File: src/rtl/alu_instr_sequencer.sv
// ---------------------------------------------------------------------------
// alu_instr_sequencer
//
// Hardwired control unit for the single-bus datapath. It fetches an
// instruction (PC -> MAR, PC+1 -> Z -> PC, Mdata -> MDR -> IR), decodes the
// register-register ALU class plus nop/halt, and drives one cycle of
// datapath strobes per T-state. All strobes are Moore outputs decoded from
// the state register (T4..T7 also look at the already-latched ir).
//
// Ports
//   clock      : system clock, rising edge
//   clear      : asynchronous active-low reset
//   run        : start/continue, sampled only in IDLE and at instruction end
//   mem_ready  : memory read data valid on Mdata (watched in T2)
//   ir[31:0]   : current IR contents from the datapath
//   regIn      : one-hot register write strobes
//   regOut     : one-hot register bus-drive strobes
//   HiIn LoIn ZIn PCIn MDRIn MARIn IRIn YIn : register load strobes
//   HiOut LoOut ZHiOut ZLoOut PCOut MDROut  : bus-drive strobes
//   MDRread    : MDR input mux selects Mdata
//   IncPC      : ALU computes bus+1
//   ALUcode    : ALU operation select
//   halted     : high in HALT
//   illegal    : one-cycle pulse in T4 on an undefined opcode
//   bus_fault  : sticky memory-timeout flag, cleared only by reset
// ---------------------------------------------------------------------------
module alu_instr_sequencer #(
    parameter int MEM_TIMEOUT = 8
) (
    input  logic        clock,
    input  logic        clear,
    input  logic        run,
    input  logic        mem_ready,
    input  logic [31:0] ir,
    output logic [15:0] regIn,
    output logic [15:0] regOut,
    output logic        HiIn,
    output logic        LoIn,
    output logic        ZIn,
    output logic        PCIn,
    output logic        MDRIn,
    output logic        MARIn,
    output logic        IRIn,
    output logic        YIn,
    output logic        HiOut,
    output logic        LoOut,
    output logic        ZHiOut,
    output logic        ZLoOut,
    output logic        PCOut,
    output logic        MDROut,
    output logic        MDRread,
    output logic        IncPC,
    output logic [4:0]  ALUcode,
    output logic        halted,
    output logic        illegal,
    output logic        bus_fault
);

    typedef enum logic [3:0] {
        S_IDLE, S_T0, S_T1, S_T2, S_T3, S_T4, S_T5, S_T6, S_T7, S_HALT
    } state_t;

    typedef enum logic [2:0] {
        C_BIN, C_MULDIV, C_UNARY, C_NOP, C_HALT, C_ILLEGAL
    } op_class_t;

    // Wide enough to hold MEM_TIMEOUT-1 for any legal parameter value.
    localparam int CW = $clog2(MEM_TIMEOUT) + 1;
    localparam logic [CW-1:0] WAIT_LAST = CW'(MEM_TIMEOUT - 1);

    state_t          state;
    state_t          state_next;
    logic [CW-1:0]   wait_cnt;
    logic            bus_fault_q;
    logic            timeout;
    op_class_t       op_class;

    logic [4:0] op;
    logic [3:0] ra;
    logic [3:0] rb;
    logic [3:0] rc;

    assign op = ir[31:27];
    assign ra = ir[26:23];
    assign rb = ir[22:19];
    assign rc = ir[18:15];

    // Immediate/address field is not used by this instruction class.
    logic unused_ir_bits;
    assign unused_ir_bits = ^ir[14:0];

    function automatic op_class_t classify(input logic [4:0] code);
        case (code)
            5'b00011, 5'b00100, 5'b00101, 5'b00110,
            5'b00111, 5'b01000, 5'b01001, 5'b01010, 5'b01011: classify = C_BIN;
            5'b01111, 5'b10000:                               classify = C_MULDIV;
            5'b10001, 5'b10010:                               classify = C_UNARY;
            5'b11010:                                         classify = C_NOP;
            5'b11011:                                         classify = C_HALT;
            default:                                          classify = C_ILLEGAL;
        endcase
    endfunction

    function automatic logic [15:0] one_hot(input logic [3:0] idx);
        one_hot = 16'd1 << idx;
    endfunction

    assign op_class = classify(op);

    // The wait counter is zero on the first T2 cycle; the last permitted
    // cycle is MEM_TIMEOUT-1, so T2 lasts at most MEM_TIMEOUT cycles.
    assign timeout = (state == S_T2) && !mem_ready && (wait_cnt == WAIT_LAST);

    // ---------------------------------------------------------------------
    // State, wait counter and sticky fault flag
    // ---------------------------------------------------------------------
    // NOTE: sequential state uses non-blocking assignments so every register
    // samples the pre-edge values regardless of block ordering.
    always_ff @(posedge clock or negedge clear) begin
        if (!clear) begin
            state       <= S_IDLE;
            wait_cnt    <= '0;
            bus_fault_q <= 1'b0;
        end else begin
            state <= state_next;
            if (state == S_T2) begin
                wait_cnt <= wait_cnt + CW'(1);
            end else begin
                wait_cnt <= '0;
            end
            if (timeout) begin
                bus_fault_q <= 1'b1;
            end
        end
    end

    assign bus_fault = bus_fault_q;

    // ---------------------------------------------------------------------
    // Next-state logic
    // ---------------------------------------------------------------------
    always_comb begin
        state_t instr_end;
        instr_end  = run ? S_T0 : S_IDLE;
        state_next = state;
        case (state)
            S_IDLE: if (run) state_next = S_T0;
            S_T0:   state_next = S_T1;
            S_T1:   state_next = S_T2;
            S_T2: begin
                // mem_ready takes priority over a timeout on the same edge.
                if (mem_ready)    state_next = S_T3;
                else if (timeout) state_next = S_HALT;
            end
            S_T3:   state_next = S_T4;
            S_T4: begin
                case (op_class)
                    C_BIN, C_MULDIV, C_UNARY: state_next = S_T5;
                    C_HALT:                   state_next = S_HALT;
                    default:                  state_next = instr_end;
                endcase
            end
            S_T5:   state_next = (op_class == C_UNARY) ? instr_end : S_T6;
            S_T6:   state_next = (op_class == C_MULDIV) ? S_T7 : instr_end;
            S_T7:   state_next = instr_end;
            S_HALT: state_next = S_HALT;
            default: state_next = S_IDLE;
        endcase
    end

    // ---------------------------------------------------------------------
    // Output decode: at most one bus driver per state
    // ---------------------------------------------------------------------
    always_comb begin
        // NOTE: every output gets a default before the case so no path can
        // leave one unassigned and infer a latch.
        regIn   = '0;
        regOut  = '0;
        HiIn    = 1'b0;
        LoIn    = 1'b0;
        ZIn     = 1'b0;
        PCIn    = 1'b0;
        MDRIn   = 1'b0;
        MARIn   = 1'b0;
        IRIn    = 1'b0;
        YIn     = 1'b0;
        HiOut   = 1'b0;
        LoOut   = 1'b0;
        ZHiOut  = 1'b0;
        ZLoOut  = 1'b0;
        PCOut   = 1'b0;
        MDROut  = 1'b0;
        MDRread = 1'b0;
        IncPC   = 1'b0;
        ALUcode = '0;
        halted  = 1'b0;
        illegal = 1'b0;
        case (state)
            S_T0: begin
                PCOut = 1'b1;
                MARIn = 1'b1;
                IncPC = 1'b1;
                ZIn   = 1'b1;
            end
            S_T1: begin
                ZLoOut = 1'b1;
                PCIn   = 1'b1;
            end
            S_T2: begin
                MDRread = 1'b1;
                MDRIn   = 1'b1;
            end
            S_T3: begin
                MDROut = 1'b1;
                IRIn   = 1'b1;
            end
            S_T4: begin
                case (op_class)
                    C_BIN, C_MULDIV: begin
                        regOut = one_hot(rb);
                        YIn    = 1'b1;
                    end
                    C_UNARY: begin
                        regOut  = one_hot(rb);
                        ZIn     = 1'b1;
                        ALUcode = op;
                    end
                    C_ILLEGAL: illegal = 1'b1;
                    default: ;
                endcase
            end
            S_T5: begin
                case (op_class)
                    C_BIN, C_MULDIV: begin
                        regOut  = one_hot(rc);
                        ZIn     = 1'b1;
                        ALUcode = op;
                    end
                    C_UNARY: begin
                        ZLoOut = 1'b1;
                        regIn  = one_hot(ra);
                    end
                    default: ;
                endcase
            end
            S_T6: begin
                ZLoOut = 1'b1;
                if (op_class == C_MULDIV) LoIn = 1'b1;
                else                      regIn = one_hot(ra);
            end
            S_T7: begin
                ZHiOut = 1'b1;
                HiIn   = 1'b1;
            end
            S_HALT: halted = 1'b1;
            default: ;
        endcase
    end

endmodule

File: config.mk
export PLATFORM = sky130hd
export DESIGN_NAME = alu_instr_sequencer
export DESIGN_NICKNAME = d
export VERILOG_FILES = /design/src/rtl/alu_instr_sequencer.sv
export SDC_FILE = /design/constraint.sdc
export NUM_CORES = 1
export LEC_CHECK = 0
export ABC_AREA = 1
export ABC_CLOCK_PERIOD_IN_PS = 2300
export BUFFER_PORTS_ARGS = -buffer_cell sky130_fd_sc_hd__clkbuf_2
export CELL_PAD_IN_SITES_DETAIL_PLACEMENT = 0
export CELL_PAD_IN_SITES_GLOBAL_PLACEMENT = 1
export CORE_UTILIZATION = 26
export CTS_BUF_LIST = sky130_fd_sc_hd__clkbuf_8 sky130_fd_sc_hd__clkbuf_16
export CTS_CLUSTER_DIAMETER = 150
export DETAILED_ROUTE_END_ITERATION = 12
export GPL_ROUTABILITY_DRIVEN = 0
export PLACE_DENSITY_LB_ADDON = 0.12
export SLEW_MARGIN = 20
export SYNTH_ARGS = -nofsm -noshare
export SYNTH_HDL_FRONTEND = slang
export SYNTH_SLANG_ARGS = --single-unit
File: constraint.sdc
create_clock -name clock -period 2.3 [get_ports clock]
set_clock_uncertainty 0.1 [all_clocks]
set_input_delay 0.46 -clock clock [delete_from_list [all_inputs] [get_ports clock]]
set_output_delay 0.46 -clock clock [all_outputs]
set_load 0.05 [all_outputs]
Yosys cells after proc, flatten, opt, wreduce, memory -nomap -nowiden
Memories as Yosys holds them, arrays and structs flattened.
Index checks and enable logic that the tools add are counted.

storage, ports and cells
  bits in registers = 9
  ROM bits = 96
  memories = 1

cells by class
  add/sub/neg operators = 1
  equality and inequality tests = 16
  shifts and indexed selects = 3
  mux-type cells = 33
  reduce and logical (&&, ||, !) cells = 9

memories
  name              depth  width  read ports  clocked after memory_dff  write ports  RTL line  RTL
  (name not given)  32     3      1           0                         0            93        case (code)

operators with widths
  operator                                                             count
  16-bit 2-to-1 mux                                                    4
  16-bit one-hot mux with 2 select lines                               2
  1-bit by 4-bit << shifter with 16-bit output (first input constant)  3
  4-bit one-hot mux with 10 select lines                               1
  4-bit by 3-bit == test with 1-bit output (second input constant)     5
  4-bit 2-to-1 mux                                                     5
  1-bit 2-to-1 mux                                                     14
  5-bit 2-to-1 mux                                                     2
  5-bit one-hot mux with 2 select lines                                1
  4-bit by 2-bit == test with 1-bit output (second input constant)     2
  4-bit == test (second input constant)                                2
  4-bit one-hot mux with 2 select lines                                1
  3-bit == test (second input constant)                                2
  4-bit by 1-bit adder with 4-bit output (second input constant)       1
  4-bit by 1-bit == test with 1-bit output (second input constant)     1
  4-bit zero test                                                      1
  2-bit OR reduction                                                   2
  3-bit by 1-bit == test with 1-bit output (second input constant)     1
  3-bit by 2-bit == test with 1-bit output (second input constant)     1
  3-bit zero test                                                      1
  3-bit 2-to-1 mux                                                     1
  3-bit != test (second input constant)                                1
  1-bit one-hot mux with 3 select lines                                1
  3-bit OR reduction                                                   1
  5 further kinds                                                      6

Depth between registers and ports, before layout
Gate-level depths: netlist of the first run.

  depth in word-level cells = 6
  depth in mapped cells = 14
  mapped depth without buffers = 14

Worst setup path after synthesis of the first run
No wires, ideal clock.

  path type = input port to output port
  from = input ir[27]
  to = output regIn[10]
  arrival = 2.583 ns
  required time = 1.740 ns
  setup slack = -0.843 ns
  stages on the path = 11
  path buffers = 0
  cells stage by stage = inv_1 ha_1 o21ai_2 inv_2 nor2_2 nand2_2 nor2_4 nand3_2 nand2_2 inv_2 nor3_1

on the way
  longest elaborated chain between the ends = 4
  elaborated cells between the ends (all ways) = 6
  those cells by class = eq/ne (2); mux (3); memory (1)

RTL lines
  element                                                                                                      RTL line  RTL
  from (decl)                                                                                                  34        input logic [31:0] ir,
  memory 32 x 3 bit *                                                                                          n/a
  3-bit by 1-bit == test with 1-bit output / 3-bit by 2-bit == test with 1-bit output (equally long branches)  248, 233
  16-bit 2-to-1 mux, on equally long branches                                                                  248, 233
  16-bit one-hot mux with 2 select lines *                                                                     198       case (state)
  to (decl)                                                                                                    35        output logic [15:0] regIn,

Mark *: on every way between the ends. The rest lies on a longest branch, timed or not.

Final worst setup path of the first run
  from = input ir[27]
  to = output regIn[1]

Same word-level chain as after synthesis.

==> results of run 1 <==
==> flip-flops by register name, summed over array words and instances (netlist names) <==
name and flops:
state 4, wait_cnt 4, bus_fault 1
==> power by group <==
part           internal (mW)  switching, mW
combinational          0.457          0.885
clock                  0.118         0.0603
sequential             0.203         0.0300
==> worst max-delay path, stage by stage <==
cell,delay (ns)
clkbuf_16,0.12
inv_8,0.03
ha_4,0.24
o21ai_4,0.15
inv_2,0.06
nor2_4,0.11
nand2_2,0.07
nor2_4,0.10
nand3_2,0.10
nand2_4,0.10
nand4_1,0.23
nor2_4,0.20
buf_8,0.15
==> final timing paths <==
path                               end        start  cells past startpoint  slack, ns
max                           regIn[1]       ir[27]                     13      -0.38
min                        wait_cnt[0]  wait_cnt[0]                      1       0.36
max reg2reg                   state[0]     state[3]                     12       0.48
min reg2reg                wait_cnt[0]  wait_cnt[0]                      1       0.36
max in group asynchronous  wait_cnt[3]        clear                      2       1.39
min in group asynchronous     state[2]        clear                      2       0.52
==> layout make-up <==
cell class | count | area [µm²] | share of cell area
inverter | 41 | 176.4 | 0.05501
clock inverter | 1 | 5.005 | 0.001561
multi-input combinational | 191 | 1385 | 0.4319
tap | 67 | 83.83 | 0.02614
timing repair buffer | 120 | 1290 | 0.4023
sequential | 9 | 225.2 | 0.07023
clock buffer | 3 | 41.29 | 0.01288
==> metrics by stage <==
step / TNS [ns] / util / setup WS [ns] / hold slack [ns]
finish: -11.39 / 0.6614 / -0.3792 / 0.3569
global route: -14.90 / 0.6614 / -0.4583 / 0.3725
CTS: -12.12 / 0.6281 / -0.3771 / 0.3631
detailed placement: -16.17 / 0.5597 / -0.5342 / 0.2235
global placement: -15.16 / 0.5597 / -0.4670 / 0.2221
floorplan: -4.770 / - / -0.2838 / 0.06441
==> timing repair <==
item / 4_1_cts / 5_1_grt
endpoints found under the setup margin: 42 / 42
setup buffers: 3 / 3
resized for setup: 56 / 54
pin swaps: 9 / 21
endpoints found under the hold margin: 9 / 0
hold buffers: 1 / 0
==> cells in the mapped netlist (all sizes together) <==
master    n  area share
nand2    67        0.20
nor2     51        0.17
inv      41        0.11
nand3    22       0.086
nor3     18       0.067
o21ai    16       0.065
dfrtp     9        0.17
buf       7       0.039
nand4     6       0.028
ha        3       0.028
a21oi     1      0.0037
a31o      1      0.0065
conb      1      0.0028
o2111ai   1      0.0065
o22ai     1      0.0047
o31a      1      0.0065
xor2      1      0.0065
==> logic make-up after synthesis <==
group,after synthesis,synth area share
DFF,9,0.1681
other,1,0.002798
xor gates and xnor gates,1,0.006537
adders and majority gates,3,0.02801
buffers and inverters,48,0.1541
AOI/OAI and AO/OA,21,0.09337
and+or+nand+nor,164,0.5472
==> routing by layer <==
layer | vias up | part of all wire
met4 | 0 | 0.0034
met5 | - | 0
li1 | 1024 | -
met1 | 869 | 0.41
met2 | 48 | 0.55
met3 | 2 | 0.031
==> results.cfg, run 1 <==
[critical_path]
endpoint_kind = primary output
cp.required_ns = 1.74
cp_data_arrival_time_ns = 2.12
path_class = in2out
crit_path_max_fanout = 5
start_kind = input pin

[die]
fp.dieW_um = 73.79
io_pins = 92
num_rows = 25
core_um2 = 4848
start_util = 0.2764
die_area_um2 = 5445
die_h_um = 73.79

[detailed_routing]
drtPass1Iterations = 5
via_count = 1943
drcViolationCount = 0
routed_wl_mm = 4.986
ant_nets = 0
routed_via_density = 4.498
drt-wirelength-per-cell_um = 11.54
drt_iter0_drc = 53

[job]
cap_viol_max_count = 0

[placement]
port_buffers = 74
placed_cells = 421
hpwl_mm = 3.694
dpl-instance-area_um2 = 2714

[clock_tree]
cts-root-buf = clkbuf_8
worstSkewPairLatency_ns = 0.23
cts_tree = done
cts_max_level = 1
ctsLongestPathBuffers = 2
cts_buffers = 3
clkTransAtPathRegs_ns = 0.04
clock-sinks = 9

[power]
ir_drop_mv = 0.3744
p_leak_nw = 1.515
pwr_density_cell_nw_per_um2 = 546.7
p_total_mw = 1.753

[timing]
fin_ws_ns = -0.3792
period_needed_ns = 2.679
max_freq_ghz = 0.3732
slew_viol_final = 0
fin_crit_sh = 1.165
timing.final.hold_violations = 0
setup_violations = 40
rsz0062_at_grt = yes

[layout]
fill_cells = 452
design_area_um2 = 3207
diodes = 0
area_growth_syn_to_layout_pct = 139.3
finalNonFillerCells = 432
final_cell_mix = nand2_1, buf_4, clkbuf_2
layout_commonest_cell = nand2_1
finalNetCount = 405
drive_gt1_frac = 0.5945

[run_status]
violations = negative setup slack
status = finished, violations left

[global_route]
gr-total-overflow = 0
grt_util_met3 = 0.01235
grt.busiest_layer = met2
grt_util_all_layers = 0.1817
grt_max_degree = 10
grt_pass1_vias = 1892
grt_pass1_wl_mm = 7.900
antenna_found_initial = 0
met2_usage = 0.3578
use_met1 = 0.2090

[yosys]
syn_area_um2 = 1340
synthCells = 247
synth_warnings = 0
avgSynthCellArea_um2 = 5.425
yosysSeqAreaShare = 0.1681
yosysUniqueCellTypes = 24
synth_seq_cells = 9

[hold_path]
min_path_type = reg2reg
No activity file was read; power rests on OpenSTA's default activity.
==> run 2: changes to the inputs <==
--- a/config.mk
+++ b/config.mk
@@ -7,7 +7,7 @@
 export LEC_CHECK = 0
 export ABC_AREA = 1
 export ABC_CLOCK_PERIOD_IN_PS = 2300
-export BUFFER_PORTS_ARGS = -buffer_cell sky130_fd_sc_hd__clkbuf_2
+export BUFFER_PORTS_ARGS = -buffer_cell sky130_fd_sc_hd__buf_2
 export CELL_PAD_IN_SITES_DETAIL_PLACEMENT = 0
 export CELL_PAD_IN_SITES_GLOBAL_PLACEMENT = 1
 export CORE_UTILIZATION = 26
==> constraint.sdc (replaced) <==
create_clock -name clock -period 2.3 [get_ports clock]
set_clock_uncertainty 0.1 [all_clocks]
set_input_delay 0.46 -clock clock [delete_from_list [all_inputs] [get_ports clock]]
set_output_delay 0.46 -clock clock [all_outputs]
set_load 0.005 [all_outputs]
==> results.cfg, run 2 (synthesis results as in run 1) <==
[layout]
drive_gt1_frac = 0.4674
finalNetCount = 393
area_growth_syn_to_layout_pct = 66.01
finalNonFillerCells = 420
diodes = 0
layout_commonest_cell = buf_2
design_area_um2 = 2225
final_cell_mix = buf_2, nand2_1, nor2_1

[global_route]
grt_util_all_layers = 0.1493
grt_pass1_wl_mm = 6.575
grt_pass1_vias = 1607
antenna_found_initial = 0
grt_max_degree = 10
gr-total-overflow = 0

[timing]
slew_viol_final = 0
period_needed_ns = 2.436
fin_crit_sh = 1.059
whs_ns = 0.3624
timing.final.hold_violations = 0
fin_ws_ns = -0.1360
rsz0062_at_grt = yes
max_freq_ghz = 0.4105
setup_violations = 38

[critical_path]
slowest_stage = ha_4
endpoint_kind = primary output
path_cells = buf_8 -> ha_4 -> buf_4 -> o21ai_2 -> nand3_1 -> nand2_2 -> inv_2 -> nand2_1 -> nand2_2 -> nand2_4 -> nand4_1 -> nor2_1 -> buf_2
rrSetupSlack_ns = 0.38
r2r_cells = 12
slowest_delay_ns = 0.16
cp_common_cell = nand2_2
cp_data_arrival_time_ns = 1.88
worst_r2r_startpoint = state[3]
worstReg2RegEnd = state[0]
start_kind = input pin
cp.required_ns = 1.74
crit_path_max_fanout = 6
path_class = in2out

[power]
pwr_density_cell_nw_per_um2 = 516.9
ir_drop_mv = 0.2479
p_leak_nw = 1.235

[clock_tree]
clock-sinks = 9
ctsLongestPathBuffers = 2
cts_tree = done
clkTransAtPathRegs_ns = 0.04
cts_buffers = 3
cts_max_level = 1
worstSkewPairLatency_ns = 0.23
cts-root-buf = clkbuf_8

[detailed_routing]
drtPass1Iterations = 4
routed_wl_mm = 4.076
drt_iter0_drc = 32
drcViolationCount = 0
via_count = 1808
drt-wirelength-per-cell_um = 9.705
routed_via_density = 4.305
ant_nets = 0

[placement]
hpwl_mm = 3.347
dpl-instance-area_um2 = 1933
port_buffers = 74
placed_cells = 407

[die]
num_rows = 25
fp.dieW_um = 73.79
io_pins = 92
start_util = 0.2764
die_area_um2 = 5445
core_um2 = 4848
die_h_um = 73.79

[job]
cap_viol_max_count = 0

[hold_path]
min_from = bus_fault
holdPathEnd = bus_fault
min_path_cells = 1
min_path_type = reg2reg

[run_status]
violations = negative setup slack
status = finished, violations left
run 2: changes by cell type in the layout (fill, tap and decap cells not counted), sizes merged:
cell	before	now
inv	41	42
clkinv	1	0
buf	88	106
clkbuf	34	4
run 2: how the worst max path moves through the flow:
stage	cells after the start	endpoint	startpoint
5_1_grt	14	regIn[1]	ir[27]
4_1_cts	13	regIn[1]	ir[27]
3_3_place_gp	13	regOut[14]	ir[27]
2_1_floorplan	11	regIn[10]	ir[27]
6_report	13	regIn[1]	ir[28]
3_5_place_dp	13	regIn[1]	ir[27]
run 2: cell type report:
class	instances	area (µm²)
Inverter	41	158.9
Tap cell	67	83.83
Multi-Input combinational cell	191	1061
Sequential cell	9	225.2
Fill cell	536	2624
Timing Repair Buffer	108	650.6
Clock buffer	3	41.29
Clock inverter	1	3.754
run 2: what timing repair did:
| action | in CTS | in global routing |
|---|---|---|
| hold buffers | 1 | 0 |
| buffers inserted | 6 | 2 |
| pin swaps | 10 | 14 |
| setup endpoints to repair | 39 | 42 |
| endpoints found under the hold margin | 9 | 0 |
| gates resized for setup | 25 | 25 |
run 2: stage by stage:
stage	power, mW	util	setup WS (ns)	TNS (ns)
after CTS	1.132	0.4410	-0.1906	-5.213
after floorplan	0.6722	-	0.04467	0
final	1.150	0.4588	-0.1360	-3.290
after global placement	0.9122	0.3987	-0.3092	-10.36
after global routing	1.285	0.4588	-0.2902	-8.632
after detailed placement	0.9154	0.3987	-0.3096	-10.05
run 2: critical path: cells and delay by family:
kind | cells | cell delay (ns)
and+or+nand+nor | 7 | 0.73
AOI/OAI and AO/OA | 1 | 0.12
buffers and inverters | 4 | 0.42
adders and majority gates | 1 | 0.16
run 2: power by group:
part | switching, mW | internal, mW
clock | 0.0583 | 0.116
sequential | 0.0342 | 0.203
combinational | 0.435 | 0.303
run 2: routing by layer:
| layer | wire length, µm | global-route usage |
|---|---|---|
| met1 | 2033 | 0.2020 |
| met2 | 1827 | 0.2508 |
| met3 | 215 | 0.03155 |
| met4 | 0 | 0.01496 |
| met5 | 0 | 0 |
==> run 3: changes to the inputs <==
--- a/config.mk
+++ b/config.mk
@@ -16,6 +16,7 @@
 export DETAILED_ROUTE_END_ITERATION = 12
 export GPL_ROUTABILITY_DRIVEN = 0
 export PLACE_DENSITY_LB_ADDON = 0.12
+export SETUP_SLACK_MARGIN = 0.4
 export SLEW_MARGIN = 20
 export SYNTH_ARGS = -nofsm -noshare
 export SYNTH_HDL_FRONTEND = slang
==> results.cfg, run 3 (synthesis results as in run 1) <==
[die]
core_um2 = 4848
fp.dieW_um = 73.79
die_h_um = 73.79
die_area_um2 = 5445
io_pins = 92
num_rows = 25
start_util = 0.2764

[hold_path]
min_path_type = reg2reg

[placement]
port_buffers = 74
hpwl_mm = 3.406
preCtsSetupSlack_ns = -0.2503
placed_cells = 403

[global_route]
antenna_found_initial = 0
grt_pass1_wl_mm = 6.651
grt_max_degree = 10
grt_pass1_vias = 1551
gr-total-overflow = 0
grt_util_all_layers = 0.1486

[critical_path]
cp_data_arrival_time_ns = 1.89
endpoint_kind = primary output
path_class = in2out
cp.required_ns = 1.74
start_kind = input pin
crit_path_max_fanout = 6

[layout]
diodes = 0
finalNetCount = 387
finalNonFillerCells = 414
layout_commonest_cell = buf_2
fill_cells = 554
area_growth_syn_to_layout_pct = 70.31
final_cell_mix = buf_2, nand2_1, nor2_1
drive_gt1_frac = 0.5014

[clock_tree]
cts-root-buf = clkbuf_8
cts_buffers = 3
cts_max_level = 1
clkTransAtPathRegs_ns = 0.05
worstSkewPairLatency_ns = 0.23
ctsLongestPathBuffers = 2
clock-sinks = 9
cts_tree = done

[timing]
period_needed_ns = 2.447
slew_viol_final = 0
max_freq_ghz = 0.4087
fin_crit_sh = 1.064
fin_ws_ns = -0.1468
whs_ns = 0.3555
setup_violations = 39
rsz0062_at_grt = yes
timing.final.hold_violations = 0
fin_setup_tns_ns = -3.943

[detailed_routing]
routed_wl_mm = 4.093
drcViolationCount = 0
drt-wirelength-per-cell_um = 9.886
via_count = 1815
routed_via_density = 4.384
drt_iter0_drc = 33
drtPass1Iterations = 4
ant_nets = 0

[power]
p_leak_nw = 1.212
comb_power_share = 0.656
p_seq_frac = 0.202
pwr_density_cell_nw_per_um2 = 539.0
p_sw_mw = 0.5913
ir_drop_mv = 0.2350
clockPowerShare = 0.143
p_total_mw = 1.230
switching_share = 0.4806
intPower_mw = 0.6389

[job]
cap_viol_max_count = 0

[run_status]
violations = negative setup slack
status = finished, violations left
run 3: changes by cell type in the layout (fill, tap and decap cells not counted), sizes merged:
cell and delta:
clkbuf -1, buf -5
run 3: routing by layer:
metal  share of wire  vias to the layer above  global-route usage
li1                -                      980                   -
met1            0.50                      791              0.2107
met2            0.47                       44              0.2538
met3           0.033                        0             0.01097
met4               0                        0             0.01282
met5               0                        -                   0
run 3: area by class of cell:
cell class / count / area, µm² / area share
multi-input cells: 191 / 1141 / 0.5000
repair buffers: 102 / 625.6 / 0.2741
flip-flops and latches: 9 / 225.2 / 0.09868
inverters: 41 / 161.4 / 0.07072
well taps: 67 / 83.83 / 0.03673
clock buffers: 3 / 41.29 / 0.01809
clock inverters: 1 / 3.754 / 0.001645
run 3: metrics by stage:
stage          utilization  instance area, µm²
2_1_floorplan            -                1431
3_5_place_dp        0.4106                1991
6_report            0.4707                2282
4_1_cts             0.4555                2208
5_1_grt             0.4707                2282
3_3_place_gp        0.4106                1991
run 3: repair_timing:
item,in CTS,in global routing
pin swaps,13,12
endpoints found under the hold margin,9,0
buffers inserted,5,1
hold buffers,1,0
endpoints found under the setup margin,48,46
resized for setup,38,20
run 3: critical path, cell delays in order:
cell and delay, ns:
buf_8 0.11, ha_4 0.16, nor2_1 0.09, nand2_1 0.09, nand3_2 0.08, nand2_2 0.06
buf_4 0.14, nor2_4 0.14, nand3_4 0.10, nand2_4 0.10, nand4_1 0.11, nor2_1 0.11
buf_2 0.12
run 3: final timing paths:
check | from | cells past startpoint | slack (ns) | end
max in group asynchronous | clear | 2 | 1.40 | wait_cnt[0]
min in group asynchronous | clear | 2 | 0.51 | bus_fault
setup reg to reg | state[3] | 11 | 0.67 | state[0]
setup / recovery | ir[28] | 13 | -0.15 | regIn[1]
hold reg to reg | bus_fault | 1 | 0.36 | bus_fault
hold / removal | bus_fault | 1 | 0.36 | bus_fault
run 3: power groups by stage:
stage	combinational (mW)	clock (mW)	sequential (mW)
2_1_floorplan	0.458	0	0.233
3_3_place_gp	0.673	0	0.240
3_5_place_dp	0.677	0	0.243
4_1_cts	0.764	0.178	0.245
5_1_grt	0.919	0.187	0.256
6_report	0.806	0.176	0.248
